`config.mk`:
```
export PLATFORM = sky130hd
export DESIGN_NAME = csa_stream_accumulator_flat
export DESIGN_NICKNAME = d
export VERILOG_FILES = /design/src/rtl/csa_stream_accumulator_pkg.sv /design/src/rtl/csa_stream_accumulator_if.sv /design/src/rtl/csa_stream_accumulator_adder.sv /design/src/rtl/csa_stream_accumulator.sv /design/src/flat_wrapper.sv
export SDC_FILE = /design/constraint.sdc
export NUM_CORES = 1
export LEC_CHECK = 0
export CAP_MARGIN = 0
export CORE_UTILIZATION = 47
export DETAILED_ROUTE_END_ITERATION = 12
export PLACE_DENSITY = 0.89
export SLEW_MARGIN = 30
export SYNTH_ARGS = -nofsm -noshare
export SYNTH_HDL_FRONTEND = slang
export SYNTH_SLANG_ARGS = --single-unit
```
`constraint.sdc`:
```
create_clock -name clk -period 2.8 [get_ports clk]
set_input_delay 0.84 -clock clk [delete_from_list [all_inputs] [get_ports clk]]
set_output_delay 0.84 -clock clk [all_outputs]
set_load 0.005 [all_outputs]
```
`src/rtl/csa_stream_accumulator_pkg.sv`:
```
`default_nettype none
// ============================================================================
// Package    : csa_pkg
// Description: Shared types and constants for the CSA stream accumulator:
//              FSM state encoding, datapath width and saturation value.
// Revision   : 1.0  initial release
// ============================================================================
package csa_pkg;

   localparam int DATA_W = 8;

   localparam logic [DATA_W-1:0] SAT_VAL = 8'hFF;

   typedef enum logic [1:0] {
      IDLE  = 2'd0,
      ACCUM = 2'd1,
      DONE  = 2'd2
   } csa_acc_state_t;

endpackage : csa_pkg
`default_nettype wire

```
`src/rtl/csa_stream_accumulator_if.sv`:
```
`default_nettype none
// ============================================================================
// Interface  : csa_stream_accumulator_if
// Description: Job-control, operand-stream and result signals of the CSA
//              stream accumulator.
//              master : job source / operand producer / result consumer
//              slave  : the accumulator
//   start, len          job request (len operands)
//   in_valid/in_ready   operand handshake, in_data operand
//   out_valid/out_ready result handshake, out_sum / out_carry_cnt result
//   busy                job in progress or result pending
// Revision   : 1.0  initial release
// ============================================================================
interface csa_stream_accumulator_if #(
   parameter int CNT_W = 4
);
   logic                        start;
   logic [CNT_W-1:0]            len;
   logic                        in_valid;
   logic [csa_pkg::DATA_W-1:0]  in_data;
   logic                        in_ready;
   logic                        out_valid;
   logic [csa_pkg::DATA_W-1:0]  out_sum;
   logic [CNT_W-1:0]            out_carry_cnt;
   logic                        out_ready;
   logic                        busy;

   modport master (
      output start, len, in_valid, in_data, out_ready,
      input  in_ready, out_valid, out_sum, out_carry_cnt, busy
   );

   modport slave (
      input  start, len, in_valid, in_data, out_ready,
      output in_ready, out_valid, out_sum, out_carry_cnt, busy
   );

endinterface : csa_stream_accumulator_if
`default_nettype wire

```
`src/rtl/csa_stream_accumulator_adder.sv`:
```
`default_nettype none
// ============================================================================
// Module     : csa_stream_accumulator_adder
// Description: Combinational 8-bit carry-select adder. The low nibble is a
//              plain add; the high nibble is precomputed for both possible
//              carry-ins and the low-nibble carry selects between them.
//   a, b   : operands
//   sum    : a + b (mod 256)
//   carry  : carry-out of bit 7
// Revision   : 1.0  initial release
// ============================================================================
module csa_stream_accumulator_adder (
   input  logic [7:0] a,
   input  logic [7:0] b,
   output logic [7:0] sum,
   output logic       carry
);

   logic [4:0] w_lo;
   logic [4:0] w_hi_c0;
   logic [4:0] w_hi_c1;

   assign w_lo    = {1'b0, a[3:0]} + {1'b0, b[3:0]};
   assign w_hi_c0 = {1'b0, a[7:4]} + {1'b0, b[7:4]};
   assign w_hi_c1 = {1'b0, a[7:4]} + {1'b0, b[7:4]} + 5'd1;

   assign sum[3:0] = w_lo[3:0];
   assign sum[7:4] = w_lo[4] ? w_hi_c1[3:0] : w_hi_c0[3:0];
   assign carry    = w_lo[4] ? w_hi_c1[4]   : w_hi_c0[4];

endmodule : csa_stream_accumulator_adder
`default_nettype wire

```
`src/rtl/csa_stream_accumulator.sv`:
```
`default_nettype none
// ============================================================================
// Module     : csa_stream_accumulator
// Description: Accumulates a stream of len 8-bit operands through one
//              carry-select adder pass per operand (A = running sum,
//              B = operand). The result is the low 8 bits of the total plus
//              the number of adder carry-outs: total = carry_cnt*256 + sum.
//   clk, rst_n : clock, asynchronous active-low reset
//   bus        : csa_stream_accumulator_if.slave (job, operand, result)
// Optional   : `define CSA_ACC_SAT_EN -> the first carry-out saturates the
//              running sum to 8'hFF for the rest of the job.
// Revision   : 1.0  initial release
// ============================================================================
module csa_stream_accumulator
   import csa_pkg::*;
#(
   parameter int CNT_W = 4
) (
   input  logic                     clk,
   input  logic                     rst_n,
   csa_stream_accumulator_if.slave  bus
);

   csa_acc_state_t    r_state;
   logic [DATA_W-1:0] r_acc;
   logic [CNT_W-1:0]  r_carry_cnt;
   logic [CNT_W-1:0]  r_remaining;

   logic [DATA_W-1:0] w_sum;
   logic              w_carry;
   logic              w_fire;

   csa_stream_accumulator_adder u_adder (
      .a     (r_acc),
      .b     (bus.in_data),
      .sum   (w_sum),
      .carry (w_carry)
   );

   // in_ready is a pure state decode so it never depends on in_valid.
   assign bus.in_ready      = (r_state == ACCUM);
   assign w_fire            = bus.in_valid && bus.in_ready;

   assign bus.out_valid     = (r_state == DONE);
   assign bus.busy          = (r_state != IDLE);
   // Result registers double as the outputs; they hold the last job's value
   // while idle and only clear when a new job is accepted.
   assign bus.out_sum       = r_acc;
   assign bus.out_carry_cnt = r_carry_cnt;

   always_ff @(posedge clk or negedge rst_n) begin
      if (!rst_n) begin
         r_state     <= IDLE;
         r_acc       <= '0;
         r_carry_cnt <= '0;
         r_remaining <= '0;
      end else begin
         case (r_state)
            IDLE: begin
               if (bus.start) begin
                  r_acc       <= '0;
                  r_carry_cnt <= '0;
                  r_remaining <= bus.len;
                  r_state     <= (bus.len == '0) ? DONE : ACCUM;
               end
            end
            ACCUM: begin
               if (w_fire) begin
`ifdef CSA_ACC_SAT_EN
                  // Once at 8'hFF every further add either carries (stays
                  // saturated) or adds zero, so no sticky flag is needed.
                  r_acc       <= w_carry ? SAT_VAL : w_sum;
`else
                  r_acc       <= w_sum;
`endif
                  // Cannot wrap: at most len <= 2^CNT_W-1 carries per job.
                  r_carry_cnt <= r_carry_cnt + CNT_W'(w_carry);
                  r_remaining <= r_remaining - 1'b1;
                  if (r_remaining == CNT_W'(1)) begin
                     r_state <= DONE;
                  end
               end
            end
            DONE: begin
               if (bus.out_ready) begin
                  r_state <= IDLE;
               end
            end
            default: r_state <= IDLE;
         endcase
      end
   end

endmodule : csa_stream_accumulator
`default_nettype wire
```
`src/flat_wrapper.sv`:
```
// flat-port wrapper written by rule: the top's interface ports become plain ports
module csa_stream_accumulator_flat import csa_pkg::*;
#(
   parameter int CNT_W = 4
)
  (clk, rst_n, bus_start, bus_len, bus_in_valid, bus_in_data, bus_out_ready, bus_in_ready, bus_out_valid, bus_out_sum, bus_out_carry_cnt, bus_busy);
  csa_stream_accumulator_if #(.CNT_W(CNT_W)) bus_i ();
  input  logic clk;
  input  logic rst_n;
  input wire logic [$bits(bus_i.start)-1:0] bus_start;
  input wire logic [$bits(bus_i.len)-1:0] bus_len;
  input wire logic [$bits(bus_i.in_valid)-1:0] bus_in_valid;
  input wire logic [$bits(bus_i.in_data)-1:0] bus_in_data;
  input wire logic [$bits(bus_i.out_ready)-1:0] bus_out_ready;
  output wire logic [$bits(bus_i.in_ready)-1:0] bus_in_ready;
  output wire logic [$bits(bus_i.out_valid)-1:0] bus_out_valid;
  output wire logic [$bits(bus_i.out_sum)-1:0] bus_out_sum;
  output wire logic [$bits(bus_i.out_carry_cnt)-1:0] bus_out_carry_cnt;
  output wire logic [$bits(bus_i.busy)-1:0] bus_busy;
  assign bus_i.start = bus_start;
  assign bus_i.len = bus_len;
  assign bus_i.in_valid = bus_in_valid;
  assign bus_i.in_data = bus_in_data;
  assign bus_i.out_ready = bus_out_ready;
  assign bus_in_ready = bus_i.in_ready;
  assign bus_out_valid = bus_i.out_valid;
  assign bus_out_sum = bus_i.out_sum;
  assign bus_out_carry_cnt = bus_i.out_carry_cnt;
  assign bus_busy = bus_i.busy;
  csa_stream_accumulator #(.CNT_W(CNT_W)) u_core (.clk(clk), .rst_n(rst_n), .bus(bus_i));
endmodule
```
==> impl_metrics.py, run 1 <==
metrics = {
    "detailed_routing": {
        "dr.pass1.iters": 6,
        "via_per_inst": 5.712,
        "via_count": 1171,
        "drc_errors": 0,
        "routedWlPerCell_um": 16.57,
        "drtIter0Drc": 28,
        "drt-total-wl_mm": 3.397,
        "detail-route-antenna-nets": 0,
    },
    "logic_synthesis": {
        "synth_cell_types": 45,
        "yosysTopAreaCell": "dfrtp_1",
        "synth-seq-cells": 18,
        "synthArstFlopShare": 1.000,
        "synth_enable_flop_cells": 0,
        "synth_top_cell_area_share": 0.3557,
        "synth.area.top_cells": "dfrtp_1 (36%), ha_1 (13%), o21ai_1 (3.6%)",
        "avgSynthCellArea_um2": 10.13,
        "syn_inst": 125,
        "yosysMostFrequentCell": "dfrtp_1",
        "synth_fp_nets": 157,
        "synthesis.area_um2": 1266,
        "synthFlopType": "dfrtp_1",
        "yosys-top-cells-count": "dfrtp_1 (18), ha_1 (13), inv_1 (10), nor2_1 (10), o21ai_1 (9)",
        "ys.warnings.count": 0,
        "yosysSeqAreaShare": 0.3557,
    },
    "die": {
        "rows": 18,
        "core_um2": 2522,
        "io_pins": 32,
        "die_h_um": 53.91,
        "initial_utilization": 0.5020,
        "die_w_um": 53.91,
        "dieArea_um2": 2906,
    },
    "cts": {
        "numCtsBuffers": 3,
        "insertion_delay_ns": 0.31,
        "cts_hold_buf": 0,
        "path_clk_slew_ns": 0.12,
        "clock_tree.buffer_depth": 2,
        "htree_levels": 1,
        "cts_sinks": 18,
        "cts_tree": "done",
        "cts_root_buf": "clkbuf_4",
    },
    "sta": {
        "skew_ns": 0.008892,
        "fin_tns_setup_ns": 0,
        "worst_slew_pin_slew_ns": 0.5763,
        "timing.final.crit_share": 0.9857,
        "setup_viol": 0,
        "finalMaxSlewViolations": 0,
        "period_minus_slack_ns": 2.760,
        "max_freq_mhz": 362.3,
        "relSlewSlack": 0.6158,
        "finalHoldViolCount": 0,
        "rsz0062_at_grt": "yes",
        "setup_slack_ns": 0.03997,
    },
    "global_route": {
        "met1_usage": 0.3105,
        "antenna_found_initial": 0,
        "grt_pass1_vias": 1165,
        "gr-usage-met3": 0.02542,
        "grt_pass1_wl_mm": 5.333,
        "busiest_layer": "met2",
        "met2_usage": 0.4630,
        "grtUsageTotal": 0.2633,
        "grt_max_degree": 19,
        "grt_overflow_total": 0,
    },
    "layout": {
        "finalNonFillerCells": 205,
        "synthToLayoutAreaGrowth_pct": 45.36,
        "nNetsFinal": 208,
        "drive_gt1_frac": 0.2686,
        "n_antenna_cell": 0,
    },
    "min_path": {
        "hp-class": "flip-flop to flip-flop",
        "min_from": "u_core.bus.out_sum[3]",
    },
    "power": {
        "total_power_mw": 1.838,
        "leakagePower_nw": 0.8391,
        "vdd.ir_drop.worst_mv": 0.6247,
        "power.density_nw_per_um2": 998.7,
    },
    "setup_path": {
        "worstReg2RegEnd": "u_core.bus.out_carry_cnt[1]",
        "crit_required_ns": 3.00,
        "end_kind": "flip-flop",
        "critPathLaunchType": "primary input",
        "crit_path_cell_trace": "buf_6, ha_4, fa_1, ha_2, o221ai_4, nor4b_4, xnor2_1, ha_2, ha_4, a22o_1",
        "reg2reg_depth": 9,
        "critPathMaxStageDelay_ns": 0.51,
        "crit_path_top_delay_cell": "fa_1",
        "regToRegSetupSlack_ns": 0.19,
        "r2r_start": "u_core.bus.out_sum[4]",
        "critPathKind": "primary input to flip-flop",
        "cp.arrival_ns": 2.96,
        "path_max_fanout": 2,
        "startpoint": "bus_in_data[4]",
        "endpoint": "u_core.bus.out_carry_cnt[1]",
    },
    "run": {
        "cap_violations": 0,
    },
    "status": {
        "status": "finished, final reports clean",
    },
    "placed_design": {
        "place_inst": 197,
        "dpl.hpwl_mm": 2.343,
        "pre_cts_slack_ns": -0.6542,
        "io_buffers": 31,
        "place_congestion": 0.8706,
    },
}
## layout by cell type, fill, tap and decap left out, drive strengths merged, types with 2 or more instances in the layout
| cell | n |
|---|---|
| xor2 | 5 |
| a21oi | 6 |
| clkdlybuf4s50 | 27 |
| and3 | 3 |
| o21ai | 10 |
| nand2 | 9 |
| xnor2 | 2 |
| dfrtp | 18 |
| ha | 13 |
| nor2 | 11 |
| buf | 19 |
| o41ai | 2 |
| inv | 10 |
| nor3b | 2 |
| a22o | 3 |
| fa | 2 |
| clkbuf | 6 |
| nor2b | 2 |
| o22ai | 2 |
## layer usage
metal	wire length (µm)	up-vias	share of wire
li1	-	550	-
met1	1469	572	0.43
met2	1733	43	0.51
met3	128	6	0.038
met4	65	0	0.019
met5	0	-	0
## sequential cells by signal, indices dropped and copies added, names as in the netlist
signal	flops
u_core.bus.out_carry_cnt	4
u_core.r_remaining	4
u_core.r_state	2
u_core.bus.out_sum	8
## where the power goes
part / leakage, nW / switching (mW) / internal [mW]
Clock: 0.0210 / 0.0906 / 0.0793
Sequential: 0.228 / 0.115 / 0.362
Combinational: 0.590 / 0.568 / 0.622
Total: 0.839 / 0.774 / 1.06
## what timing repair did
item / CTS / global route
setup buffers: 3 / 1
endpoints found under the hold margin: 0 / 0
pin swaps: 8 / 9
endpoints found under the setup margin: 4 / 3
gates resized for setup: 14 / 11
## metrics by stage
| stage | cell area (µm²) | util | hold WS (ns) |
|---|---|---|---|
| final | 1841 | 0.7297 | 0.5378 |
| after global routing | 1841 | 0.7297 | 0.5740 |
| after CTS | 1790 | 0.7098 | 0.5463 |
| after detailed placement | 1703 | 0.6751 | 0.5212 |
| after global placement | 1703 | 0.6751 | 0.4979 |
| after floorplan | 1280 | - | 0.4921 |
## layout make-up
cell class                 instances  area, µm²
clock buffer                       4      36.28
fill                             175      681.9
inverter                          11      53.80
multi-input combinational         93      827.0
sequential                        18      450.4
tap                               30      37.54
timing repair buffer              49      435.4
## how the worst min path moves through the flow
| stage | to | depth (start not counted) |
|---|---|---|
| 6_report | u_core.bus.out_sum[3] | 2 |
| 5_1_grt | u_core.r_remaining[0] | 1 |
| 4_1_cts | u_core.bus.out_sum[3] | 2 |
| 3_5_place_dp | u_core.bus.out_sum[3] | 2 |
| 3_3_place_gp | u_core.bus.out_sum[3] | 2 |
| 2_1_floorplan | u_core.r_remaining[0] | 1 |
## critical path, delay by kind of cell
family | cells | cell delay, ns
and+or+nand+nor | 1 | 0.25
adders and majority gates | 5 | 1.30
buffers and inverters | 1 | 0.10
xor gates and xnor gates | 1 | 0.16
AOI/OAI and AO/OA | 2 | 0.32
## cell families (layout without fill, tap and decap cells)
kind of cell,Yosys count,count (layout),share of synthesized area
flops,18,18,0.3557
xor+xnor,7,7,0.04842
compound gates,33,33,0.1848
buf+inv,14,64,0.06621
fa+ha+maj,15,15,0.1601
simple gates,37,37,0.1769
mux,1,1,0.007905
No activity file was read; power rests on OpenSTA's default activity.
==> run 2, diff against run 1 <==
CTS_CLUSTER_SIZE = 40   (was default)
GPL_ROUTABILITY_DRIVEN = 1   (was default)
==> results of run 2 <==
The final DEF is identical to that of run 1; final timing and power are the same.
